===== src/rtl/cpu_pkg.sv =====
// Shared fetch-stage types: queue entry layout, fetch FSM states and PC sequencing helper.
package cpu_pkg;

    localparam int INSTR_W = 32;
    localparam int ADDR_W  = 32;

    typedef struct packed {
        logic [ADDR_W-1:0]  pc;
        logic [INSTR_W-1:0] instr;
    } fetch_entry_t;

    typedef enum logic {
        RUN  = 1'b0,
        HALT = 1'b1
    } fetch_state_t;

    // Sequential successor of pc; wraps to 0 at the end of instruction memory.
    function automatic logic [ADDR_W-1:0] next_seq_pc(input logic [ADDR_W-1:0] pc,
                                                      input logic [ADDR_W-1:0] limit);
        logic [ADDR_W-1:0] nxt;
        nxt = pc + 32'd4;
        return (nxt == limit) ? '0 : nxt;
    endfunction

endpackage


===== src/rtl/fetch_unit_if.sv =====
// Fetch-stage bus: instruction memory port, redirect input and the decode handshake.
interface fetch_unit_if;
    import cpu_pkg::*;

    logic [ADDR_W-1:0]  imem_addr;
    logic               imem_en;
    logic [INSTR_W-1:0] imem_instr;
    logic               redirect_valid;
    logic [ADDR_W-1:0]  redirect_pc;
    logic               id_valid;
    logic               id_ready;
    logic [INSTR_W-1:0] id_instr;
    logic [ADDR_W-1:0]  id_pc;
    logic               fetch_fault;

    modport master (
        output imem_addr, imem_en, id_valid, id_instr, id_pc, fetch_fault,
        input  imem_instr, redirect_valid, redirect_pc, id_ready
    );

    modport slave (
        input  imem_addr, imem_en, id_valid, id_instr, id_pc, fetch_fault,
        output imem_instr, redirect_valid, redirect_pc, id_ready
    );

endinterface


===== src/rtl/fetch_unit_queue.sv =====
// Two-entry fetch FIFO; flush empties it at the edge and overrides a same-cycle push.
module fetch_queue
    import cpu_pkg::*;
#(
    parameter int unsigned QDEPTH = 2
) (
    input  logic         clk,
    input  logic         rst,
    input  logic         push_i,
    input  logic         pop_i,
    input  logic         flush_i,
    input  fetch_entry_t data_i,
    output fetch_entry_t head_o,
    output logic         valid_o,
    output logic         full_o
);

    localparam logic [1:0] CNT_FULL = 2'(QDEPTH);

    logic [1:0]   count_q, count_d;
    logic         rd_ptr_q, rd_ptr_d;
    logic         wr_ptr_q, wr_ptr_d;
    logic         do_push, do_pop;
    fetch_entry_t mem_q [2];

    assign valid_o = (count_q != 2'd0);
    assign full_o  = (count_q == CNT_FULL);
    assign head_o  = mem_q[rd_ptr_q];

    // A push into a full queue is only accepted when the head leaves in the same cycle.
    assign do_pop  = pop_i & valid_o;
    assign do_push = push_i & ~flush_i & (~full_o | do_pop);

    always_comb begin
        count_d  = count_q;
        rd_ptr_d = rd_ptr_q;
        wr_ptr_d = wr_ptr_q;
        if (flush_i) begin
            count_d  = 2'd0;
            rd_ptr_d = 1'b0;
            wr_ptr_d = 1'b0;
        end else begin
            if (do_push) wr_ptr_d = ~wr_ptr_q;
            if (do_pop)  rd_ptr_d = ~rd_ptr_q;
            count_d = count_q + {1'b0, do_push} - {1'b0, do_pop};
        end
    end

    always_ff @(posedge clk or negedge rst) begin
        if (!rst) begin
            count_q  <= 2'd0;
            rd_ptr_q <= 1'b0;
            wr_ptr_q <= 1'b0;
        end else begin
            count_q  <= count_d;
            rd_ptr_q <= rd_ptr_d;
            wr_ptr_q <= wr_ptr_d;
        end
    end

    // Storage is cleared on reset so the decode-side head reads as zero out of reset.
    always_ff @(posedge clk or negedge rst) begin
        if (!rst) begin
            mem_q[0] <= '0;
            mem_q[1] <= '0;
        end else if (do_push) begin
            mem_q[wr_ptr_q] <= data_i;
        end
    end

endmodule


===== src/rtl/fetch_unit.sv =====
// Instruction-fetch stage: PC, RUN/HALT control, memory request and the decode queue.
module fetch_unit
    import cpu_pkg::*;
#(
    parameter logic [31:0] RESET_PC   = 32'h0000_0000,
    parameter int unsigned IMEM_BYTES = 128,
    parameter int unsigned QDEPTH     = 2
) (
    input  logic         clk,
    input  logic         rst,
    fetch_unit_if.master fu
);

    localparam logic [ADDR_W-1:0] IMEM_LIMIT = ADDR_W'(IMEM_BYTES);

    fetch_state_t      state_q, state_d;
    logic [ADDR_W-1:0] pc_q, pc_d;
    fetch_entry_t      q_head, q_push_data;
    logic              q_valid, q_full;
    logic              pop, room, fire, redir_legal;

    assign pop         = q_valid & fu.id_ready;
    assign room        = ~q_full | pop;
    assign redir_legal = (fu.redirect_pc[1:0] == 2'b00) && (fu.redirect_pc < IMEM_LIMIT);
    assign q_push_data = '{pc: pc_q, instr: fu.imem_instr};

    always_ff @(posedge clk or negedge rst) begin
        if (!rst) state_q <= RUN;
        else      state_q <= state_d;
    end

    always_comb begin
        state_d = state_q;
        if (fu.redirect_valid) state_d = redir_legal ? RUN : HALT;
    end

    // The memory request is suppressed while reset is held low, independent of state.
    always_comb begin
        fire           = rst && (state_q == RUN) && !fu.redirect_valid && room;
        fu.fetch_fault = (state_q == HALT);
    end

    always_comb begin
        pc_d = pc_q;
        if (fu.redirect_valid) begin
            if (redir_legal) pc_d = fu.redirect_pc;
        end else if (fire) begin
            pc_d = next_seq_pc(pc_q, IMEM_LIMIT);
        end
    end

    always_ff @(posedge clk or negedge rst) begin
        if (!rst) pc_q <= RESET_PC;
        else      pc_q <= pc_d;
    end

    fetch_queue #(.QDEPTH(QDEPTH)) u_queue (
        .clk     (clk),
        .rst     (rst),
        .push_i  (fire),
        .pop_i   (pop),
        .flush_i (fu.redirect_valid),
        .data_i  (q_push_data),
        .head_o  (q_head),
        .valid_o (q_valid),
        .full_o  (q_full)
    );

    assign fu.imem_en   = fire;
    assign fu.imem_addr = pc_q;
    assign fu.id_valid  = q_valid;
    assign fu.id_instr  = q_head.instr;
    assign fu.id_pc     = q_head.pc;

endmodule


===== src/flat_wrapper.sv =====
// flat-port wrapper written by rule: the top's interface ports become plain ports
module fetch_unit_flat import cpu_pkg::*;
#(
    parameter logic [31:0] RESET_PC   = 32'h0000_0000,
    parameter int unsigned IMEM_BYTES = 128,
    parameter int unsigned QDEPTH     = 2
)
  (clk, rst, fu_imem_addr, fu_imem_en, fu_id_valid, fu_id_instr, fu_id_pc, fu_fetch_fault, fu_imem_instr, fu_redirect_valid, fu_redirect_pc, fu_id_ready);
  fetch_unit_if fu_i ();
  input  logic clk;
  input  logic rst;
  output wire logic [$bits(fu_i.imem_addr)-1:0] fu_imem_addr;
  output wire logic [$bits(fu_i.imem_en)-1:0] fu_imem_en;
  output wire logic [$bits(fu_i.id_valid)-1:0] fu_id_valid;
  output wire logic [$bits(fu_i.id_instr)-1:0] fu_id_instr;
  output wire logic [$bits(fu_i.id_pc)-1:0] fu_id_pc;
  output wire logic [$bits(fu_i.fetch_fault)-1:0] fu_fetch_fault;
  input wire logic [$bits(fu_i.imem_instr)-1:0] fu_imem_instr;
  input wire logic [$bits(fu_i.redirect_valid)-1:0] fu_redirect_valid;
  input wire logic [$bits(fu_i.redirect_pc)-1:0] fu_redirect_pc;
  input wire logic [$bits(fu_i.id_ready)-1:0] fu_id_ready;
  assign fu_imem_addr = fu_i.imem_addr;
  assign fu_imem_en = fu_i.imem_en;
  assign fu_id_valid = fu_i.id_valid;
  assign fu_id_instr = fu_i.id_instr;
  assign fu_id_pc = fu_i.id_pc;
  assign fu_fetch_fault = fu_i.fetch_fault;
  assign fu_i.imem_instr = fu_imem_instr;
  assign fu_i.redirect_valid = fu_redirect_valid;
  assign fu_i.redirect_pc = fu_redirect_pc;
  assign fu_i.id_ready = fu_id_ready;
  fetch_unit #(.RESET_PC(RESET_PC), .IMEM_BYTES(IMEM_BYTES), .QDEPTH(QDEPTH)) u_core (.clk(clk), .rst(rst), .fu(fu_i));
endmodule

===== config.mk =====
export PLATFORM = sky130hd
export DESIGN_NAME = fetch_unit_flat
export DESIGN_NICKNAME = d
export VERILOG_FILES = /design/src/rtl/cpu_pkg.sv /design/src/rtl/fetch_unit_if.sv /design/src/rtl/fetch_unit_queue.sv /design/src/rtl/fetch_unit.sv /design/src/flat_wrapper.sv
export SDC_FILE = /design/constraint.sdc
export NUM_CORES = 1
export LEC_CHECK = 0
export BUFFER_PORTS_ARGS = -buffer_cell sky130_fd_sc_hd__buf_2
export CORE_MARGIN = 2
export CORE_UTILIZATION = 52
export DETAILED_ROUTE_END_ITERATION = 6
export PLACE_DENSITY_LB_ADDON = 0.3
export SKIP_LAST_GASP = 1
export SLEW_MARGIN = 20
export SYNTH_ARGS = -nofsm -noshare
export SYNTH_HDL_FRONTEND = slang
export SYNTH_SLANG_ARGS = --single-unit
export TNS_END_PERCENT = 10

===== constraint.sdc =====
create_clock -name clk -period 4.4 [get_ports clk]
set_clock_uncertainty 0.15 [all_clocks]
set_input_delay 0.66 -clock clk [delete_from_list [all_inputs] [get_ports clk]]
set_output_delay 0.66 -clock clk [all_outputs]
set_load 0.005 [all_outputs]

==> results of run 1 <==
-- metal layers --
metal | track usage | share of wire | vias up
li1 | - | - | 2677
met1 | 0.294 | 0.44 | 2891
met2 | 0.374 | 0.49 | 156
met3 | 0.0557 | 0.049 | 32
met4 | 0.0965 | 0.021 | 0
met5 | 0 | 0 | -
-- power by group through the flow --
stage	sequential [mW]	combinational [mW]	clock (mW)
after floorplan	1.61	0.225	0
after global placement	1.62	0.367	0
after detailed placement	1.62	0.380	0
after CTS	1.60	0.383	1.54
after global routing	1.60	0.414	1.60
final	1.60	0.377	1.51
-- layout make-up --
type / count / share of cell area
repair buffers: 175 / 0.0961
flip-flops and latches: 165 / 0.426
well taps: 211 / 0.0272
multi-input cells: 441 / 0.385
inverters: 5 / 0.00194
clock inverters: 12 / 0.0148
diodes: 1 / 0.000258
clock buffers: 20 / 0.0481
-- flip-flops by register name (all words and copies together), names as in the netlist --
signal	count
u_core.fu.fetch_fault	1
u_core.fu.imem_addr	32
u_core.u_queue.count_q	2
u_core.u_queue.mem_q	128
u_core.u_queue.rd_ptr_q	1
u_core.u_queue.wr_ptr_q	1
-- stage by stage --
step                      instances   util  power [mW]
after floorplan                 663      -        1.84
after global placement          996  0.595        1.98
after detailed placement        996  0.595        2.00
after CTS                      1029  0.635        3.52
after global routing           1029  0.635        3.61
final                          1030  0.635        3.48
-- cell usage after synthesis (4+ instances only) --
cell type / n / share of area
nor2_1: 47 / 0.022
inv_1: 5 / 0.0023
nor4_1: 16 / 0.012
and2_1: 7 / 0.0054
xor2_1: 19 / 0.020
nand2b_1: 4 / 0.0031
mux2_2: 192 / 0.27
and3_1: 5 / 0.0038
a21oi_1: 13 / 0.0080
nand3_1: 20 / 0.012
nand4_1: 12 / 0.0092
nand2_1: 21 / 0.0097
buf_2: 11 / 0.0068
dfrtp_1: 165 / 0.51
nor3_1: 7 / 0.0043
o21ai_0: 10 / 0.0062
xnor2_1: 11 / 0.012
ha_1: 4 / 0.0062
and4_1: 5 / 0.0054
clkbuf_1: 34 / 0.016
-- timing repair --
item	in CTS	in global routing
endpoints found under the hold margin	39	0
endpoints found under the setup margin	0	0
buffers inserted	0	0
hold buffers	1	0
-- kinds of logic after synthesis --
kind of cell               count (synthesis)  synth area share
muxes                                    192             0.266
and+or+nand+nor                          167             0.112
DFF                                      165             0.508
buffers and inverters                     57            0.0345
AOI/OAI and AO/OA                         48            0.0414
xor gates and xnor gates                  30            0.0323
adders and majority gates                  4           0.00616
-- worst max path at each step --
stage | slack [ns] | end
floorplan | 1.64 | u_core.u_queue.mem_q[64]
global placement | 1.32 | u_core.fu.imem_addr[22]
detailed placement | 1.24 | u_core.fu.imem_addr[10]
CTS | 1.13 | u_core.fu.imem_addr[10]
global route | 0.90 | u_core.fu.imem_addr[10]
finish | 1.09 | u_core.fu.imem_addr[10]
==> metrics.csv, run 1 <==
metric;value;unit
switching portion of total power;0.242;
design area;9700;um2
Worst R2R Start;u_core.fu.imem_addr[8];
grt total ovfl;0;
Max Cap Violations;0;
Rel. slew slack;0.386;
run status;completed;
cts repair resizes;0;
Via density;5.59;
Psw;0.844;mW
initial core utilization;0.533;
kind of critical path;primary input to register;
Crit. End Element;register;
warning count from the yosys run;0;
HP Start;fu_imem_instr[10];
CTS sink count;165;
leading cell type in the layout, fill and taps excluded;mux2_2;
Synth Area per Inst;12.3;um2
R2R Path End;u_core.fu.imem_addr[3];
WHS Path Cells;2;
commonest non-fill, non-tap cells in the layout;mux2_2, buf_2, dfrtp_1;
CP max FO;41;
WP depth;10;
Vias;5756;
Synth async-reset ratio;1.00;
post-route ant nets;0;
setup slack, reg-to-reg;1.42;ns
Root Driver;clkbuf_16;
DRC viols;0;
number of antenna violations at the first check in global routing;1;
CTS Buffer Depth;2;
number of global-route vias before repair;5905;
Final min period;3.31;ns
VDD IR max;0.000281;V
WP buf/inv;4;
DRT Pass-1 Iters;4;
share of cells above drive strength 1;0.507;
Yosys reg bits;165;
die width;129;um
syn nets;735;
clk_lat worst skew;0.43;ns
type of the tightest min-delay check;primary input to register;
internal power;2.64;mW
crit-path max cell delay;0.54;ns
DP HPWL;12800;um
largest net degree at the start of global routing;66;
WP data required;4.56;ns
CTS HTree Levels;4;
Flop pwr share;0.458;
PnR worst setup slack;1.09;ns
Tot GR Track Use;0.229;
endpoints failing hold;0;
Hold WS;0.326;ns
RSZ-0062 raised after global routing;false;
register area share after synthesis;0.508;
Synth Cell Area;8130;um2
Power Dens Cells;359;nW/um2
Die ar.;16700;um2
pre-CTS WS;1.24;ns
area of the multi-input gates;3740;um2
DR WL/cell;18.2;um
fill count;1168;
TritonCTS Buffers;17;
Arr. time, crit path;3.47;ns
fmax;0.302;GHz
critical path cell sequence;dlygate4sd3_1 > buf_6 > o311a_1 > inv_1 > o21ai_0 > buf_4 > and2_1 > nand3_1 > xor2_1 > nor2_1;
Syn Inst Count;663;
1st-iter DRT viols;339;
standby leakage power;4.88;nW
Seq. cell area;4130;um2
final layout net count;877;
Crit-path slowest cell;dlygate4sd3_1;
Comb power frac;0.108;
setup TNS;0;ns
Area growth syn-to-layout;19.2;%
worst slew pin tran;0.921;ns
CP top delay family;buffers and inverters;
Die H;129;um
CTS tree;yes;
CP startpoint;rst;
IO buf count;166;
Clock Pin Slew Worst Setup and Hold Paths;0.07;ns
post-synth cell types;51;
Ports;167;
Hold EP;u_core.u_queue.mem_q[74];
# setup viols final;0;
row count;45;
final WL;18700;um
ys flop type;dfrtp_1;
GPL Wtd Cong;0.936;
core area;15300;um2
Placed Area;9070;um2
r2r worst-path depth;7;
Max Slew Vio Count;0;
EDFF count, synth;0;
first-pass GRT wire length;29700;um
Startpoint Class;primary input;
Clk pwr share;0.434;
Final Cycle Share;0.753;
No activity file was read; power rests on OpenSTA's default activity.
==> inputs of run 2 (changes only) <==
Settings changed: CORE_UTILIZATION 52 to 50.
Clock period 4.4 ns to 2.7 ns, I/O delays scaled along.
==> run 2 against run 1 <==
  * The run now ends with negative hold slack left
  * Sequential share of layout area fell by 1.4 points
  * Non-clock buffer count rose by 36
  * Register-to-register slack got worse by 1.3 ns
  * Count of clock-buffer cells in the layout fell by 2
  * Clock power rose by 52%
  * Routed wire length rose by 6.4%
  * Via count rose by 2.8%
  * Cell area rose by 3.4%
  * Die area rose by 3.9%
  * Largest power group unchanged
==> metrics.csv, run 2 (synthesis results as in run 1) <==
metric;value;unit
design area;10000;um2
Die ar.;17300;um2
largest net degree at the start of global routing;166;
failing checks;negative hold slack;
Worst R2R Start;u_core.fu.imem_addr[2];
grt total ovfl;0;
Clock Pin Slew Worst Setup and Hold Paths;0.07;ns
Max Cap Violations;0;
Startpoint Class;register;
critical path cell sequence;ha_1 > and4_2 > nand2_1 > nor4_1 > xnor2_1 > o2111ai_2 > o311ai_2 > a21oi_1;
1st-iter DRT viols;286;
commonest non-fill, non-tap cells in the layout;mux2_2, buf_2, dfrtp_1;
Power Dens Cells;550;nW/um2
most flop-heavy register;u_core.u_queue.mem_q;
CP max FO;7;
Hold WS;-0.0620;ns
row count;46;
Final min period;2.62;ns
TritonCTS Buffers;17;
Root Driver;clkbuf_16;
CTS Buffer Depth;2;
fill count;1301;
# setup viols final;0;
core area;15900;um2
Crit. End Element;register;
GPL Wtd Cong;0.900;
Arr. time, crit path;2.77;ns
number of global-route vias before repair;6400;
post-route ant nets;0;
Vias;5916;
Die H;132;um
initial core utilization;0.512;
CTS sink count;165;
R2R Path End;u_core.fu.imem_addr[3];
Via density;5.53;
Placed Area;9390;um2
DR WL/cell;18.6;um
final WL;19900;um
run status;finished with violations;
VDD IR max;0.000447;V
Rel. slew slack;0.368;
Final Cycle Share;0.972;
Area growth syn-to-layout;23.3;%
DRC viols;0;
DRT Pass-1 Iters;4;
Max Slew Vio Count;0;
WP data required;2.84;ns
CTS tree;yes;
endpoints failing hold;30;
r2r worst-path depth;8;
share of cells above drive strength 1;0.542;
fmax;0.381;GHz
standby leakage power;5.09;nW
IO buf count;166;
final layout net count;914;
Ports;167;
first-pass GRT wire length;32900;um
postcts setup bufs;0;
die width;132;um
setup slack, reg-to-reg;0.08;ns
clk_lat worst skew;0.43;ns
leading cell type in the layout, fill and taps excluded;mux2_2;
DP HPWL;13800;um
type of the tightest min-delay check;primary input to asynchronous set/reset pin;
crit-path max cell delay;0.42;ns
area of the multi-input gates;3820;um2
worst slew pin tran;0.947;ns
Power, Total;5.52;mW
CTS HTree Levels;4;
CP startpoint;u_core.fu.imem_addr[2];
Crit-path slowest cell;dfrtp_1;
number of antenna violations at the first check in global routing;0;
ANT cells;0;
kind of critical path;register to register;
Seq. cell area;4130;um2
max reg flops;128;
Tot GR Track Use;0.235;
==> run 2: cell types whose count changed in the layout (fill, tap and decap cells not counted), sizes merged <==
| cell | delta |
|---|---|
| buf | +37 |
| inv | +3 |
| clkbuf | -2 |
| bufinv | -1 |
| clkinv | -1 |
| diode | -1 |
| dlygate4sd3 | -1 |
| or4 | +1 |
==> run 2: power by group <==
part / switching, mW / internal [mW] / leakage, nW / total (mW)
sequential: 0.0486 / 2.54 / 2.25 / 2.59
clock: 1.02 / 1.28 / 0.266 / 2.30
combinational: 0.316 / 0.312 / 2.57 / 0.628
total: 1.38 / 4.13 / 5.09 / 5.52
==> run 2: routing by layer <==
layer / global-route usage / share of wire / vias up
met5: 0 / 0 / -
met2: 0.392 / 0.49 / 152
li1: - / - / 2750
met4: 0.0725 / 0.018 / 0
met1: 0.307 / 0.45 / 2989
met3: 0.0532 / 0.042 / 25
==> run 2: stage by stage <==
| stage | setup TNS, ns | worst slack, ns | cells | hold slack, ns | utilization |
|---|---|---|---|---|---|
| after floorplan | 0 | 0.0964 | 663 | -0.0406 | - |
| after global placement | 0 | 0.0562 | 1038 | 0.311 | 0.591 |
| after detailed placement | -0.0660 | -0.0593 | 1038 | 0.336 | 0.591 |
| after CTS | 0 | 0.0355 | 1069 | 0.0489 | 0.626 |
| after global routing | -0.0399 | -0.0399 | 1070 | 0.00354 | 0.631 |
| final | 0 | 0.0755 | 1070 | -0.0620 | 0.631 |
==> run 2: cell type report <==
class                           instances  share of cell area
Timing Repair Buffer                  211               0.123
Sequential cell                       165               0.412
Clock buffer                           18              0.0428
Multi-Input combinational cell        442               0.381
Inverter                                5             0.00187
Tap cell                              216              0.0270
Clock inverter                         13              0.0122
==> run 2: worst max-delay path: cells and delay by family (launching register included) <==
| kind | cells | cell delay, ns |
|---|---|---|
| xor+xnor | 1 | 0.18 |
| compound gates | 3 | 0.66 |
| simple gates | 3 | 0.90 |
| flops | 1 | 0.42 |
| fa+ha+maj | 1 | 0.19 |
==> run 2: worst max path at each step <==
stage	to	slack, ns	cells after the start
floorplan	u_core.fu.imem_addr[3]	0.1	10
finish	u_core.fu.imem_addr[3]	0.08	8
CTS	u_core.fu.imem_addr[3]	0.04	8
global route	u_core.fu.imem_addr[3]	-0.04	8
detailed placement	u_core.fu.imem_addr[3]	-0.06	7
global placement	u_core.fu.imem_addr[3]	0.06	7
==> run 2: timing repair <==
action,in CTS,in global routing
endpoints found under the setup margin,2,3
gates resized for setup,1,15
pin swaps,0,2
hold buffers,0,0
gates cloned,0,1
